==> src/rtl/wf_pkg.sv <==
// Shared types and helpers for the pulse-period stagger sequencer.
// Holds the descriptor layout, FSM state encoding and the saturating adder.
package wf_pkg;

    localparam int WF_W     = 32;
    localparam int WF_AW    = 3;
    localparam int WF_DEPTH = 8;

    typedef enum logic [1:0] {
        IDLE = 2'd0,
        ARM  = 2'd1,
        RUN  = 2'd2
    } seq_state_t;

    typedef struct packed {
        logic [WF_W-1:0] dr;
        logic [WF_W-1:0] pw;
        logic [WF_W-1:0] df;
        logic [WF_W-1:0] pri;
    } pulse_desc_t;

    typedef struct packed {
        logic            sat;
        logic [WF_W-1:0] sum;
    } sat_sum_t;

    // Two guard bits keep the three-term sum exact before clamping to all-ones.
    function automatic sat_sum_t sat_add3(input logic [WF_W-1:0] a,
                                          input logic [WF_W-1:0] b,
                                          input logic [WF_W-1:0] c);
        logic [WF_W+1:0] full;
        sat_sum_t        r;
        full = {2'b00, a} + {2'b00, b} + {2'b00, c};
        if (full > {2'b00, {WF_W{1'b1}}}) begin
            r.sat = 1'b1;
            r.sum = {WF_W{1'b1}};
        end else begin
            r.sat = 1'b0;
            r.sum = full[WF_W-1:0];
        end
        return r;
    endfunction

endpackage

==> src/rtl/pulse_desc_table.sv <==
// Stagger table of pulse descriptors: synchronous write port, asynchronous
// read by index; out-of-range addresses are ignored on write and read as zero.
module pulse_desc_table
    import wf_pkg::*;
#(
    parameter int DEPTH = WF_DEPTH,
    parameter int AW    = WF_AW
) (
    input  logic          clk_in,
    input  logic          reset,
    input  logic          we,
    input  logic [AW-1:0] waddr,
    input  pulse_desc_t   wdata,
    input  logic [AW-1:0] raddr,
    output pulse_desc_t   rdata
);

    localparam logic [AW:0] DEPTH_L = (AW+1)'(DEPTH);

    pulse_desc_t mem_q [DEPTH];
    pulse_desc_t mem_d [DEPTH];

    // Next table contents: at most one entry replaced per write strobe.
    always_comb begin
        mem_d = mem_q;
        if (we && ({1'b0, waddr} < DEPTH_L)) begin
            mem_d[waddr] = wdata;
        end else begin
            mem_d = mem_q;
        end
    end

    // Asynchronous read of the selected descriptor.
    always_comb begin
        if ({1'b0, raddr} < DEPTH_L) begin
            rdata = mem_q[raddr];
        end else begin
            rdata = '0;
        end
    end

    // Table storage, cleared by reset.
    always_ff @(posedge clk_in or posedge reset) begin
        if (reset) begin
            for (int i = 0; i < DEPTH; i++) begin
                mem_q[i] <= '0;
            end
        end else begin
            mem_q <= mem_d;
        end
    end

endmodule

==> src/rtl/pri_stagger_sequencer.sv <==
// Walks the pulse-period counter through the stagger table, loading each
// descriptor on the edge where the counter wraps so it is valid at count 0.
module pri_stagger_sequencer
    import wf_pkg::*;
#(
    parameter int DEPTH = WF_DEPTH,
    parameter int AW    = WF_AW,
    parameter int W     = WF_W
) (
    input  logic          clk_in,
    input  logic          reset,
    input  logic          cfg_we,
    input  logic [AW-1:0] cfg_addr,
    input  logic [W-1:0]  cfg_dr,
    input  logic [W-1:0]  cfg_pw,
    input  logic [W-1:0]  cfg_df,
    input  logic [W-1:0]  cfg_pri,
    input  logic [AW:0]   num_entries,
    input  logic [15:0]   burst_len,
    input  logic          start,
    input  logic          stop,
    output logic [W-1:0]  DR,
    output logic [W-1:0]  DR_PW,
    output logic [W-1:0]  PW_COVER,
    output logic [W-1:0]  PRI,
    output logic          cnt_nreset,
    output logic          busy,
    output logic          period_strobe,
    output logic [AW-1:0] entry_idx,
    output logic          done,
    output logic          sat_err
);

    localparam logic [AW:0] DEPTH_L = (AW+1)'(DEPTH);

    seq_state_t    state_q, state_d;
    logic [W-1:0]  pcnt_q, pcnt_d;
    logic [15:0]   bcnt_q, bcnt_d;
    logic          stop_pend_q, stop_pend_d;
    logic [W-1:0]  dr_q, dr_d;
    logic [W-1:0]  drpw_q, drpw_d;
    logic [W-1:0]  cover_q, cover_d;
    logic [W-1:0]  pri_q, pri_d;
    logic [AW-1:0] idx_q, idx_d;
    logic          sat_err_q, sat_err_d;
    logic          done_q, done_d;
    logic          busy_q, busy_d;
    logic          cnr_q, cnr_d;
    logic          strobe_q, strobe_d;

    pulse_desc_t   wr_desc_s, rd_desc_s;
    logic [AW-1:0] rd_idx_s, next_idx_s;
    logic [AW:0]   eff_n_s;
    logic          boundary_s, end_s, load_s;
    sat_sum_t      drpw_sum_s, cover_sum_s;

    assign wr_desc_s = '{dr: cfg_dr, pw: cfg_pw, df: cfg_df, pri: cfg_pri};

    pulse_desc_table #(
        .DEPTH (DEPTH),
        .AW    (AW)
    ) u_table (
        .clk_in (clk_in),
        .reset  (reset),
        .we     (cfg_we),
        .waddr  (cfg_addr),
        .wdata  (wr_desc_s),
        .raddr  (rd_idx_s),
        .rdata  (rd_desc_s)
    );

    assign drpw_sum_s  = sat_add3(rd_desc_s.dr, rd_desc_s.pw, {W{1'b0}});
    assign cover_sum_s = sat_add3(rd_desc_s.dr, rd_desc_s.pw, rd_desc_s.df);

    // Entry wrap point, period boundary and end-of-burst decode.
    always_comb begin
        if (num_entries == {(AW+1){1'b0}}) begin
            eff_n_s = (AW+1)'(1);
        end else if (num_entries > DEPTH_L) begin
            eff_n_s = DEPTH_L;
        end else begin
            eff_n_s = num_entries;
        end
        if (({1'b0, idx_q} + (AW+1)'(1)) >= eff_n_s) begin
            next_idx_s = {AW{1'b0}};
        end else begin
            next_idx_s = idx_q + AW'(1);
        end
        boundary_s = (state_q == RUN) && (pcnt_q >= pri_q);
        end_s      = ((burst_len != 16'd0) &&
                      (({1'b0, bcnt_q} + 17'd1) == {1'b0, burst_len})) ||
                     stop_pend_q || stop;
        rd_idx_s   = (state_q == RUN) ? next_idx_s : {AW{1'b0}};
    end

    // Sequencer FSM, period/burst counters and descriptor loading.
    always_comb begin
        state_d     = state_q;
        pcnt_d      = pcnt_q;
        bcnt_d      = bcnt_q;
        stop_pend_d = stop_pend_q;
        idx_d       = idx_q;
        done_d      = 1'b0;
        load_s      = 1'b0;
        case (state_q)
            IDLE: begin
                if (start) begin
                    load_s  = 1'b1;
                    idx_d   = {AW{1'b0}};
                    state_d = ARM;
                end else begin
                    state_d = IDLE;
                end
            end
            ARM: begin
                pcnt_d  = {W{1'b0}};
                bcnt_d  = 16'd0;
                state_d = RUN;
            end
            RUN: begin
                if (stop) begin
                    stop_pend_d = 1'b1;
                end else begin
                    stop_pend_d = stop_pend_q;
                end
                if (boundary_s) begin
                    pcnt_d = {W{1'b0}};
                    bcnt_d = bcnt_q + 16'd1;
                    if (end_s) begin
                        state_d     = IDLE;
                        done_d      = 1'b1;
                        stop_pend_d = 1'b0;
                    end else begin
                        load_s = 1'b1;
                        idx_d  = next_idx_s;
                    end
                end else begin
                    pcnt_d = pcnt_q + W'(1);
                end
            end
            default: begin
                state_d = IDLE;
            end
        endcase
    end

    // Derived parameter registers; sat_err only ever accumulates.
    always_comb begin
        if (load_s) begin
            dr_d      = rd_desc_s.dr;
            pri_d     = rd_desc_s.pri;
            drpw_d    = drpw_sum_s.sum;
            cover_d   = cover_sum_s.sum;
            sat_err_d = sat_err_q | drpw_sum_s.sat | cover_sum_s.sat;
        end else begin
            dr_d      = dr_q;
            pri_d     = pri_q;
            drpw_d    = drpw_q;
            cover_d   = cover_q;
            sat_err_d = sat_err_q;
        end
        busy_d   = (state_d != IDLE);
        cnr_d    = (state_d == RUN);
        strobe_d = (state_d == RUN) && (pcnt_d >= pri_d);
    end

    // State and output registers.
    always_ff @(posedge clk_in or posedge reset) begin
        if (reset) begin
            state_q     <= IDLE;
            pcnt_q      <= {W{1'b0}};
            bcnt_q      <= 16'd0;
            stop_pend_q <= 1'b0;
            dr_q        <= {W{1'b0}};
            drpw_q      <= {W{1'b0}};
            cover_q     <= {W{1'b0}};
            pri_q       <= {W{1'b0}};
            idx_q       <= {AW{1'b0}};
            sat_err_q   <= 1'b0;
            done_q      <= 1'b0;
            busy_q      <= 1'b0;
            cnr_q       <= 1'b0;
            strobe_q    <= 1'b0;
        end else begin
            state_q     <= state_d;
            pcnt_q      <= pcnt_d;
            bcnt_q      <= bcnt_d;
            stop_pend_q <= stop_pend_d;
            dr_q        <= dr_d;
            drpw_q      <= drpw_d;
            cover_q     <= cover_d;
            pri_q       <= pri_d;
            idx_q       <= idx_d;
            sat_err_q   <= sat_err_d;
            done_q      <= done_d;
            busy_q      <= busy_d;
            cnr_q       <= cnr_d;
            strobe_q    <= strobe_d;
        end
    end

    assign DR            = dr_q;
    assign DR_PW         = drpw_q;
    assign PW_COVER      = cover_q;
    assign PRI           = pri_q;
    assign cnt_nreset    = cnr_q;
    assign busy          = busy_q;
    assign period_strobe = strobe_q;
    assign entry_idx     = idx_q;
    assign done          = done_q;
    assign sat_err       = sat_err_q;

endmodule

==> config.mk <==
export PLATFORM = sky130hd
export DESIGN_NAME = pri_stagger_sequencer
export DESIGN_NICKNAME = d
export VERILOG_FILES = /design/src/rtl/wf_pkg.sv /design/src/rtl/pulse_desc_table.sv /design/src/rtl/pri_stagger_sequencer.sv
export SDC_FILE = /design/constraint.sdc
export NUM_CORES = 2
export LEC_CHECK = 0
export BUFFER_PORTS_ARGS = -buffer_cell sky130_fd_sc_hd__buf_2
export CORE_MARGIN = 2
export CORE_UTILIZATION = 55
export CTS_CLUSTER_DIAMETER = 150
export DETAILED_ROUTE_END_ITERATION = 10
export GPL_TIMING_DRIVEN = 0
export PLACE_DENSITY = 0.7
export SLEW_MARGIN = 20
export SYNTH_ARGS = -nofsm -noshare
export SYNTH_HDL_FRONTEND = slang
export SYNTH_HIERARCHICAL = 1
export SYNTH_SLANG_ARGS = --single-unit
==> constraint.sdc <==
create_clock -name clk_in -period 36.1 [get_ports clk_in]
set_input_delay 1.805 -clock clk_in [delete_from_list [all_inputs] [get_ports clk_in]]
set_output_delay 1.805 -clock clk_in [all_outputs]
set_load 0.05 [all_outputs]
-- Word level (Yosys, flattened, before mapping)
Index checks and enable logic that the tools add are counted.
W data, S select, Z words.
- flip-flop bits (word level): 1211
- input bits: 156
- output and inout bits: 136
- word-level logic and storage cells: 122
- add/subtract/negate cells: 7
- magnitude comparators: 9
- equality and inequality tests: 7
- multiplexer cells: 35
- bitwise operators: 4
- reduce and logical (&&, ||, !) cells: 14
- operator list (operator ; number):
    $bwmux W1024 ; 1
    $bmux W128 S3 ; 1
    $demux W128 S3 ; 1
    $mux W128 ; 3
    $gt A34 B32 Y1 const B ; 2
    $mux W33 ; 2
    $ge A32 B32 Y1 ; 2
    $mux W32 ; 2
    $pmux W32 S2 ; 1
    $add A33 B32 Y34 ; 1
    $add A32 B32 Y33 ; 1
    $add A32 B1 Y32 const B ; 1
    $pmux W16 S2 ; 1
    $add A16 B1 Y17 const B ; 1
    $eq A17 B16 Y1 ; 1
    $add A16 B1 Y16 const B ; 1
    $mux W16 ; 1
    $reduce_bool A16 Y1 ; 1
    $mux W3 ; 5
    $mux W1 ; 10
    $ge A4 B4 Y1 const B ; 2
    $mux W4 ; 2
    $not A3 Y4 ; 2
    $ne A2 B2 Y1 const B ; 3
    other kinds (19) ; 28

-- Longest topological paths before layout
- word-level depth: 15
- mapped depth: 38
- mapped depth without buffers: 33

-- Modules after synthesis
The synthesis kept the hierarchy.
- modules (own cells, without submodules) (module ; instances ; cells each ; area an instance (um^2) ; sequential area each (um^2)):
    pulse_desc_table ; 1 ; 2625 ; 45518.7 ; 25624.6
    pri_stagger_sequencer ; 1 ; 1500 ; 13400.4 ; 4679.5

-- Worst setup path before layout
No wires, ideal clock.
- path type: input port to flip-flop
- start: in num_entries[1]
- end: reg cover_q[11], in the netlist PW_COVER[11]
- setup time: 0.139 ns
- data arrival time: 8.299 ns
- data required time: 35.961 ns
- setup slack: 27.662 ns
- stages on the path: 36
- buffers on the path: 5
- cells stage by stage: nor2_1 > nor2_1 > nor2_1 > ha_1 > nand2b_1 > a21oi_1 > nor2b_1 > o21ai_0 > nand3b_1 > nor2_1 > clkbuf_1 > buf_6 > buf_2 > buf_2 > mux4_2 > mux2_2 > ha_1 > o211ai_1 > o21ai_0 > o21ai_0 > a41oi_1 > nand3_1 > a311o_1 > nand3_1 > o31ai_1 > or2_2 > ha_1 > a21oi_1 > nor2b_1 > o21ai_0 > a21oi_1 > or3_1 > or4b_1 > nand2_1 > clkbuf_1 > a31oi_1
- RTL lines (element ; RTL line ; text):
    start: declaration ; pri_stagger_sequencer.sv:18 ; input logic [AW:0] num_entries,
    end signal: assignment ; pri_stagger_sequencer.sv:176 ; cover_q <= {W{1'b0}};
    end signal: assignment ; pri_stagger_sequencer.sv:191 ; cover_q <= cover_d;
    end: declaration ; pri_stagger_sequencer.sv:42 ; logic [W-1:0] cover_q, cover_d;

==> flow_summary_export.csv <==
group,metric,value,unit
layout,fillers,8143,
clock_network,clk_latency,0.74,ns
synthesis,synth.area.top_cells,"dfrtp_1, mux2_2, mux4_2",
floorplanning,pin_count,292,
sta,fmax,0.0941,GHz
placed_design,finalWeightedCongestion,0.931,
sta,period_share,29.4,%
clock_network,cts-root-buf,"clkbuf_16",
layout,layout_commonest_cell,"dfrtp_1",
sta,relSlewSlack,20.9,%
layout,drive_gt1_share,46.7,%
placed_design,io_buffers,291,
routing,dr.pass1.iters,5,
outcome,status,"finished clean",
floorplanning,die_y,331,µm
placed_design,hpwlAfterDp,111,mm
placed_design,pre_cts_slack,25.02,ns
worst_setup_path,slowest_delay,0.72,ns
routing,drc,0,
worst_setup_path,critPathKind,"primary input to flip-flop",
clock_network,holdBufCountCts,0,
synthesis,synth_edf_count,0,
floorplanning,fp.dieArea,0.110,mm²
grt,grt_overflow,0,
flow_run,maxCapViolCount,0,
grt,grt_max_degree,105,
worst_setup_path,crit_slowest_cell,"xor2_1",
synthesis,yosysWarnings,6,
clock_network,cts_tree,"built",
worst_setup_path,worstSetupEndpointType,"flip-flop",
floorplanning,start_util,55.3,%
sta,tns,0,ns
layout,multiInputGateArea,0.0269,mm²
power,power_density,86.3,mW/mm²
worst_setup_path,critPathBufInv,6,
routing,ant_nets,0,
clock_network,cts-htree-levels,4,
grt,grt.total_usage,28.8,%
synthesis,synth_top_area_share,51.4,%
worst_setup_path,cp_max_fo,10,
placed_design,place_area,0.0625,mm²
layout,final_cell_mix,"dfrtp_1, mux2_2, buf_2",
sta,rsz0062_at_grt,"no",
floorplanning,row_count,120,
worst_setup_path,start_kind,"primary input",
sta,maxSlewViolCount,0,
sta,hold_viol,0,
layout,syn_to_final_growth,13.6,%
routing,totalWireLength,156,mm
routing,wl_per_cell,25.8,µm
synthesis,async_reset_ff_share,100,%
synthesis,synth_area,0.0589,mm²
grt,grt_pass1_vias,37900,
routing,drt-initial-drc-count,2752,
routing,vias,36900,
clock_network,clock_path_buffers,3,
sta,layout_setup_ws,25.47,ns
clock_network,clkTransAtPathRegs,0.06,ns
worst_setup_path,cpMostUsedCell,"nor2_1",
layout,instances_no_fill,6067,
power,cellLeakagePower,28.9,nW
grt,antenna_found_initial,27,
hold_path,hold_class,"flip-flop to flip-flop",
synthesis,synth-seq-cells,1211,
synthesis,syn_inst,4125,
floorplanning,core_area,0.107,mm²
synthesis,yosysSeqAreaShare,51.4,%
clock_network,cts_resized,0,
synthesis,synth_nets,4421,
clock_network,cts_setup_buffers,0,
layout,finalInstanceArea,0.0669,mm²
clock_network,cts_sinks,1211,
routing,vias_per_cell,6.09,
layout,layout.nets,4857,
synthesis,synth.distinct_cells,78,
sta,fin_skew,0.0316,ns
layout,register_area,0.0303,mm²
floorplanning,die_x,331,µm
sta,period_needed,10.63,ns
power,peakVddDrop,0.0836,mV
worst_setup_path,cp.required,36.67,ns
worst_setup_path,cp_top_family,"compound AO/OA/AOI/OAI gates",
placed_design,numPlacedInstances,5831,
sta,setup_violations,0,
synthesis,synth_top_area_cell,"dfrtp_1",
synthesis,synthFlopType,"dfrtp_1",
sta,tightest_slew,1.18,ns
clock_network,numCtsBuffers,131,
synthesis,synth_area_per_cell,14.3,µm²
worst_setup_path,worstPathArrival,11.20,ns
grt,grt_pass1_wl,238,mm
==> where the power goes <==
| group | internal, W | switching, W | leakage [nW] |
|---|---|---|---|
| registers | 0.00168 | 0.000194 | 14.5 |
| logic | 0.000993 | 0.00154 | 12.1 |
| clock network | 0.000821 | 0.000551 | 2.20 |
| total | 0.00350 | 0.00228 | 28.9 |
==> cells by family after synthesis <==
kind of cell / Yosys count / share of synthesized area, %
buffers and inverters: 324 / 2.87
muxes: 1447 / 32.7
AOI/OAI and AO/OA: 431 / 4.61
DFF: 1211 / 51.4
and+or+nand+nor: 471 / 3.89
xor gates and xnor gates: 101 / 1.50
adders and majority gates: 140 / 3.00
==> synthesized netlist by cell type, drive strengths merged (12+ instances only) <==
| library cell | number |
|---|---|
| dfrtp | 1211 |
| mux2 | 1189 |
| mux4 | 256 |
| buf | 193 |
| nor2 | 142 |
| ha | 138 |
| nand2 | 127 |
| o21ai | 116 |
| a21oi | 89 |
| inv | 88 |
| a31oi | 64 |
| xnor2 | 57 |
| xor2 | 44 |
| clkbuf | 43 |
| o21a | 40 |
| nand3 | 37 |
| a21o | 31 |
| nor3 | 26 |
| and3 | 22 |
| nand4 | 22 |
| nor2b | 18 |
| nand2b | 16 |
| o211ai | 14 |
| or3 | 12 |
==> layer usage <==
layer,wire (µm),vias up,GRT usage (%)
li1,-,16200,-
met1,67700,19500,40.0
met2,74000,985,45.5
met3,10500,241,6.93
met4,3990,32,8.46
met5,202,-,0
==> area by class of cell <==
| cell class | count | share of cell area, % |
|---|---|---|
| Timing Repair Buffer | 303 | 2.67 |
| Multi-Input combinational cell | 2590 | 40.2 |
| Inverter | 88 | 0.516 |
| Sequential cell | 1211 | 45.3 |
| Tap cell | 1403 | 2.62 |
| Clock inverter | 39 | 0.721 |
| Clock buffer | 193 | 5.93 |
| Antenna cell | 4 | 0.0150 |
| Buffer | 236 | 2.04 |
==> flip-flops by register name, indices dropped and copies added, names as in the netlist, 2 cells and up <==
signal,flops
pcnt_q,32
state_q,2
entry_idx,3
PRI,32
bcnt_q,16
DR,32
PW_COVER,32
DR_PW,32
u_table/mem_q,1024
==> final timing paths <==
check                               startpoint                 end  slack (ns)  cells after the start
worst max-delay path            num_entries[1]        PW_COVER[26]       25.47                     36
worst min-delay path                   sat_err             sat_err        0.49                      1
worst max register to register    entry_idx[0]        PW_COVER[26]       26.17                     32
worst min register to register         sat_err             sat_err        0.49                      1
max in group asynchronous                reset  u_table/mem_q[491]       33.02                      5
min in group asynchronous                reset            DR_PW[3]        1.00                      2
==> stage by stage <==
| stage | total power [W] | util (%) | hold slack (ns) |
|---|---|---|---|
| after floorplan | 0.00362 | - | 0.463 |
| after global placement | 0.00434 | 58.3 | 0.471 |
| after detailed placement | 0.00437 | 58.6 | 0.470 |
| after CTS | 0.00576 | 62.8 | 0.486 |
| final | 0.00578 | 62.8 | 0.492 |
| after global routing | 0.00608 | 62.8 | 0.504 |
==> worst reg2reg max path: cells and delay by family (launching register included) <==
kind,cells,cell delay (ns)
AOI/OAI and AO/OA,12,3.02
xor gates and xnor gates,1,0.72
adders and majority gates,4,1.38
buffers and inverters,5,1.90
DFF,1,0.44
muxes,2,0.75
and+or+nand+nor,8,1.56
No activity file was read; power rests on OpenSTA's default activity.
